[src/rtl/snd_rom_pkg.sv]
// Shared types and constants for the sound ROM arbiter.
// Address/data widths, FSM state encoding and the owner encoding.
package snd_rom_pkg;

  localparam int AW = 12;
  localparam int DW = 8;

  typedef enum logic [1:0] {
    IDLE,
    ISSUE,
    WAIT,
    DONE
  } state_e;

  localparam logic OWN_A = 1'b0;
  localparam logic OWN_B = 1'b1;

endpackage

[src/rtl/snd_rom_prio.sv]
// Winner select for the ROM arbiter: fixed priority to A, with a starvation guard for B.
// Combinational select; the starve counter updates only on a grant edge.
module snd_rom_prio
  import snd_rom_pkg::*;
#(
  parameter int STARVE_MAX = 4
) (
  input  logic clk_i,
  input  logic rst_ni,
  input  logic a_req_i,
  input  logic b_req_i,
  input  logic grant_i,
  output logic win_o
);

  localparam int CW = (STARVE_MAX > 0) ? $clog2(STARVE_MAX + 1) : 1;
  localparam logic [CW-1:0] CNT_MAX = CW'(STARVE_MAX);

  logic [CW-1:0] cnt_q, cnt_d;
  logic          forced;
  logic          b_wins;

  // With STARVE_MAX of zero the guard never fires and A always wins a tie.
  assign forced = (STARVE_MAX != 0) && (cnt_q == CNT_MAX);
  assign b_wins = b_req_i && (!a_req_i || forced);
  assign win_o  = b_wins ? OWN_B : OWN_A;

  always_comb begin
    cnt_d = cnt_q;
    if (grant_i) begin
      if (b_wins || !b_req_i) begin
        cnt_d = '0;
      end else if (cnt_q != CNT_MAX) begin
        cnt_d = cnt_q + 1'b1;
      end
    end
  end

  always_ff @(posedge clk_i or negedge rst_ni) begin
    if (!rst_ni) begin
      cnt_q <= '0;
    end else begin
      cnt_q <= cnt_d;
    end
  end

endmodule

[src/rtl/snd_rom_arbiter.sv]
// Two-port arbiter for the synchronous sound ROM; ack ROM_LAT+1 cycles after the grant edge.
// One access per ROM_LAT+3 cycles; a requester waits with req held until its one-cycle ack.
module snd_rom_arbiter
  import snd_rom_pkg::*;
#(
  parameter int ROM_LAT    = 1,
  parameter int STARVE_MAX = 4
) (
  input  logic          clk,
  input  logic          rst_n,
  input  logic          a_req,
  input  logic [AW-1:0] a_addr,
  output logic          a_ack,
  output logic [DW-1:0] a_rdata,
  input  logic          b_req,
  input  logic [AW-1:0] b_addr,
  output logic          b_ack,
  output logic [DW-1:0] b_rdata,
  output logic          rom_cs,
  output logic [AW-1:0] rom_addr,
  input  logic [DW-1:0] rom_data,
  output logic          busy,
  output logic          owner
);

  localparam int LW = (ROM_LAT > 1) ? $clog2(ROM_LAT) : 1;

  state_e        state_q, state_d;
  logic [LW-1:0] lat_q, lat_d;
  logic          owner_q, owner_d;
  logic [AW-1:0] addr_q, addr_d;
  logic          a_ack_q, a_ack_d;
  logic          b_ack_q, b_ack_d;
  logic [DW-1:0] a_rdata_q, a_rdata_d;
  logic [DW-1:0] b_rdata_q, b_rdata_d;
  logic          grant;
  logic          win;

  assign grant = (state_q == IDLE) && (a_req || b_req);

  snd_rom_prio #(
    .STARVE_MAX(STARVE_MAX)
  ) u_prio (
    .clk_i  (clk),
    .rst_ni (rst_n),
    .a_req_i(a_req),
    .b_req_i(b_req),
    .grant_i(grant),
    .win_o  (win)
  );

  always_comb begin
    state_d   = state_q;
    lat_d     = lat_q;
    owner_d   = owner_q;
    addr_d    = addr_q;
    a_ack_d   = 1'b0;
    b_ack_d   = 1'b0;
    a_rdata_d = a_rdata_q;
    b_rdata_d = b_rdata_q;
    case (state_q)
      IDLE: begin
        if (grant) begin
          owner_d = win;
          addr_d  = (win == OWN_B) ? b_addr : a_addr;
          state_d = ISSUE;
        end
      end
      ISSUE: begin
        lat_d   = LW'(ROM_LAT - 1);
        state_d = WAIT;
      end
      WAIT: begin
        if (lat_q == '0) begin
          if (owner_q == OWN_B) begin
            b_rdata_d = rom_data;
            b_ack_d   = 1'b1;
          end else begin
            a_rdata_d = rom_data;
            a_ack_d   = 1'b1;
          end
          state_d = DONE;
        end else begin
          lat_d = lat_q - 1'b1;
        end
      end
      // The bubble here lets a requester drop req after its ack before re-arbitration.
      DONE:    state_d = IDLE;
      default: state_d = IDLE;
    endcase
  end

  always_ff @(posedge clk or negedge rst_n) begin
    if (!rst_n) begin
      state_q   <= IDLE;
      lat_q     <= '0;
      owner_q   <= OWN_A;
      addr_q    <= '0;
      a_ack_q   <= 1'b0;
      b_ack_q   <= 1'b0;
      a_rdata_q <= '0;
      b_rdata_q <= '0;
    end else begin
      state_q   <= state_d;
      lat_q     <= lat_d;
      owner_q   <= owner_d;
      addr_q    <= addr_d;
      a_ack_q   <= a_ack_d;
      b_ack_q   <= b_ack_d;
      a_rdata_q <= a_rdata_d;
      b_rdata_q <= b_rdata_d;
    end
  end

  assign rom_cs   = (state_q == ISSUE) || (state_q == WAIT);
  assign rom_addr = addr_q;
  assign busy     = (state_q != IDLE);
  assign owner    = owner_q;
  assign a_ack    = a_ack_q;
  assign b_ack    = b_ack_q;
  assign a_rdata  = a_rdata_q;
  assign b_rdata  = b_rdata_q;

endmodule

[config.mk]
export PLATFORM = sky130hd
export DESIGN_NAME = snd_rom_arbiter
export DESIGN_NICKNAME = d
export VERILOG_FILES = /design/src/rtl/snd_rom_pkg.sv /design/src/rtl/snd_rom_prio.sv /design/src/rtl/snd_rom_arbiter.sv
export SDC_FILE = /design/constraint.sdc
export NUM_CORES = 1
export LEC_CHECK = 0
export BUFFER_PORTS_ARGS = -buffer_cell sky130_fd_sc_hd__clkbuf_2
export CORE_ASPECT_RATIO = 0.75
export CORE_MARGIN = 4
export CORE_UTILIZATION = 35
export DETAILED_ROUTE_END_ITERATION = 12
export PLACE_DENSITY_LB_ADDON = 0.3
export SLEW_MARGIN = 20
export SYNTH_ARGS = -nofsm -noshare
export SYNTH_HDL_FRONTEND = slang
export SYNTH_SLANG_ARGS = --single-unit
[constraint.sdc]
create_clock -name clk -period 2.3 [get_ports clk]
set_clock_uncertainty 0.1 [all_clocks]
set_input_delay 0.23 -clock clk [delete_from_list [all_inputs] [get_ports clk]]
set_output_delay 0.23 -clock clk [all_outputs]
set_load 0.1 [all_outputs]
==> parameters.txt <==
Parameter                              Value

Status
  Outcome    completed

Synth
  Fraction of the yosys area taken by sequential cells    0.5422
  Fraction of the mapped netlist area in compound gates    0.1265
  Simple-gate area share of the yosys netlist    0.1325
  Total of flip-flops plus latches after synthesis    36
  Mean post-synth cell area    11.70 sq um
  Number of synthesized flops with an enable pin    0
  Count of yosys warnings during synthesis    0
  Share of synthesized flip-flops with an asynchronous set or reset    1.000
  Share of cell area taken by muxes after synthesis    0.1152
  Fraction of post-synthesis cell area in the top cell type by area    0.5422
  Number of instances in the synthesized netlist    142
  Distinct cell type count after synthesis    27
  Cell types with the largest area share after synthesis    dfrtp_1, mux2_2, o211ai_2, nand2_1, nand4_1
  Synthesized netlist net count    183
  Cell Area, Synth    1662 sq um
  Post-synthesis share of cell area spent on full adders, half adders and majority gates    0.03765
  Most used flip-flop cell after synthesis    dfrtp_1
  XOR/XNOR share of the synthesized area    0
  Yosys top cell by area    dfrtp_1
  Main combinational cell family by area after synthesis    simple AND/OR/NAND/NOR gates

STA
  Unrepaired setup endpoints after global routing    false
  Number of hold violations in the final report    0
  Actual transition at the worst max-transition pin    1080 ps
  Achievable frequency    510.7 MHz
  Max-slew violations    0
  Min Tclk post-route    around 2000 ps
  Portion of the clock cycle consumed by the worst path in the final layout    0.8513
  Final setup violation count    0
  Setup TNS after final layout    0 ps
  Worst slew margin relative to its limit    0.2754

Job
  Maximum capacitance violations    0

CTS
  Clock root cell    clkbuf_8
  Clock latency of the later-clocked register in the worst-skew pair    between 200 and 300 ps
  Number of buffers added by the clock tree synthesis step    5
  Clock Sink Count    36
  CTS Hold Buffers Added    1
  Number of buffers between clock root and the deepest sink    2
  Number of buffers inserted to repair setup after CTS    0
  CTS clock-pin slew for the worst setup and hold paths    80 ps
  H-tree level count    2
  Post-cts resize count    0
  Clock tree from TritonCTS    built

Floorplan
  Initial core utilization    0.3677
  Total Die Area    5925 sq um
  Die Height    67.67 um
  Row count    21
  Die Width    87.56 um
  Placeable core area    4519 sq um
  # IOs    69

Setup path
  Path type of the worst setup path    flop to output pin
  Worst Reg2Reg Path Length in Cells    5
  Capture point of the worst reg-to-reg path    rom_addr[8]
  Launch point of the worst path    state_q[1]
  Data required time at the worst endpoint    1970 ps
  Crit path arrival time    ~1600 ps
  Startpoint kind of the worst setup timing path    flop
  Element type at the critical path end    output pin
  FF-to-FF setup slack    650 ps
  Crit Path Max Fanout    17
  Startpoint of the most critical register-to-register path    state_q[1]

Placement
  Final weighted congestion of routability-driven global placement    0.7190
  Total of buffers placed on input and output ports    68
  Total half-perimeter wirelength after legalization and detailed placement    2.840 mm

Cells and area
  Highest-count cells in the layout ignoring fill and taps    clkbuf_2, dfrtp_1, nand2_1
  Area grow syn2layout    29.97%
  Ratio of cells with drive above 1 in the final layout    0.5094
  Leading cell type in the layout, fill and taps excluded    clkbuf_2
  Total Nets Final    252
  Number of inserted diodes    0

Global route
  Number of antenna violations at the first check in global routing    0
  Global-route wire length before repair    6.272 mm
  Number of global-route vias before repair    1,272
  Total overflow reported by the global router    0
  Pin count of the biggest net entering global routing    37
  Global routing usage summed across all routing layers    0.1360

Detailed routing
  Wire length after detailed routing    around 3.8 mm
  Detailed-route via count    1,279
  Routed wire length per instance    14.17 um
  Detailed Route Iter0 Violations    60
  Number of nets with antenna violations after routing    0
  Vias/cell    4.755
  DRC violations left    0
  Number of detailed-routing iterations run before antenna repair    4

Worst hold path
  Path category of the worst min-delay check    primary input to flop
  Worst hold path stage count    2
  Worst hold path startpoint    rom_data[4]
  Hold endpoint    a_rdata[4]
## how the worst max path moves through the flow
stage / to / slack, ps
floorplan: b_rdata[0] / 420
global placement: rom_addr[7] / 540
detailed placement: rom_addr[8] / 480
CTS: busy / 330
global route: busy / 210
finish: busy / 340
## Yosys cell counts (2+ instances only)
| cell type | n |
|---|---|
| a21oi_1 | 3 |
| buf_1 | 2 |
| buf_2 | 4 |
| dfrtp_1 | 36 |
| ha_1 | 5 |
| inv_1 | 7 |
| mux2_2 | 17 |
| nand2_1 | 27 |
| nand4_1 | 12 |
| nor2_1 | 2 |
| o211ai_1 | 2 |
| o211ai_2 | 10 |
## final cells by class
class	count	area [sq um]
fillers	434	2360
flip-flops and latches	36	900.9
multi-input cells	90	684.4
repair buffers	71	365.4
well taps	57	71.32
clock buffers	5	68.82
clock inverters	3	42.54
inverters	7	26.28
## cells by family (layout without fill, tap and decap cells)
family,Yosys count,in the layout
AO/OA/AOI/OAI,22,22
buffers and inverters,16,86
AND/OR/NAND/NOR,46,46
multiplexers,17,17
adder cells (fa/ha/maj),5,5
flip-flops,36,36
## stage by stage
stage                     hold slack, ps  worst slack, ps  cell area (sq um)    util  instances
after floorplan                   -165.6            421.3               1662       -        142
after global placement             204.7            540.2               2038  0.4510        260
after detailed placement           208.4            476.7               2038  0.4510        260
after CTS                          84.07            327.3               2160  0.4779        269
after global routing               81.47            212.6               2160  0.4779        269
final                              91.44            341.9               2160  0.4779        269
## state kept, by name, indices dropped and copies added (netlist names)
register      count
rom_addr         12
u_prio.cnt_q      3
b_rdata           8
b_ack             1
a_ack             1
a_rdata           8
owner             1
state_q           2
## critical path: stages, from the launching register on
cell and delay, ps:
dfrtp_1 360, inv_1 70, ha_1 210, buf_4 210
inv_1 60, clkbuf_2 440
## metal layers
layer / up-vias / GRT usage / part of all wire
li1: 634 / - / -
met1: 615 / 0.1980 / 0.47
met2: 28 / 0.1983 / 0.47
met3: 2 / 0.03780 / 0.054
met4: 0 / 0.03448 / 0.0034
met5: - / 0 / 0
Power is not shown: default switching activity piles up to over one toggle a cycle in this logic, so the estimate is an artifact.
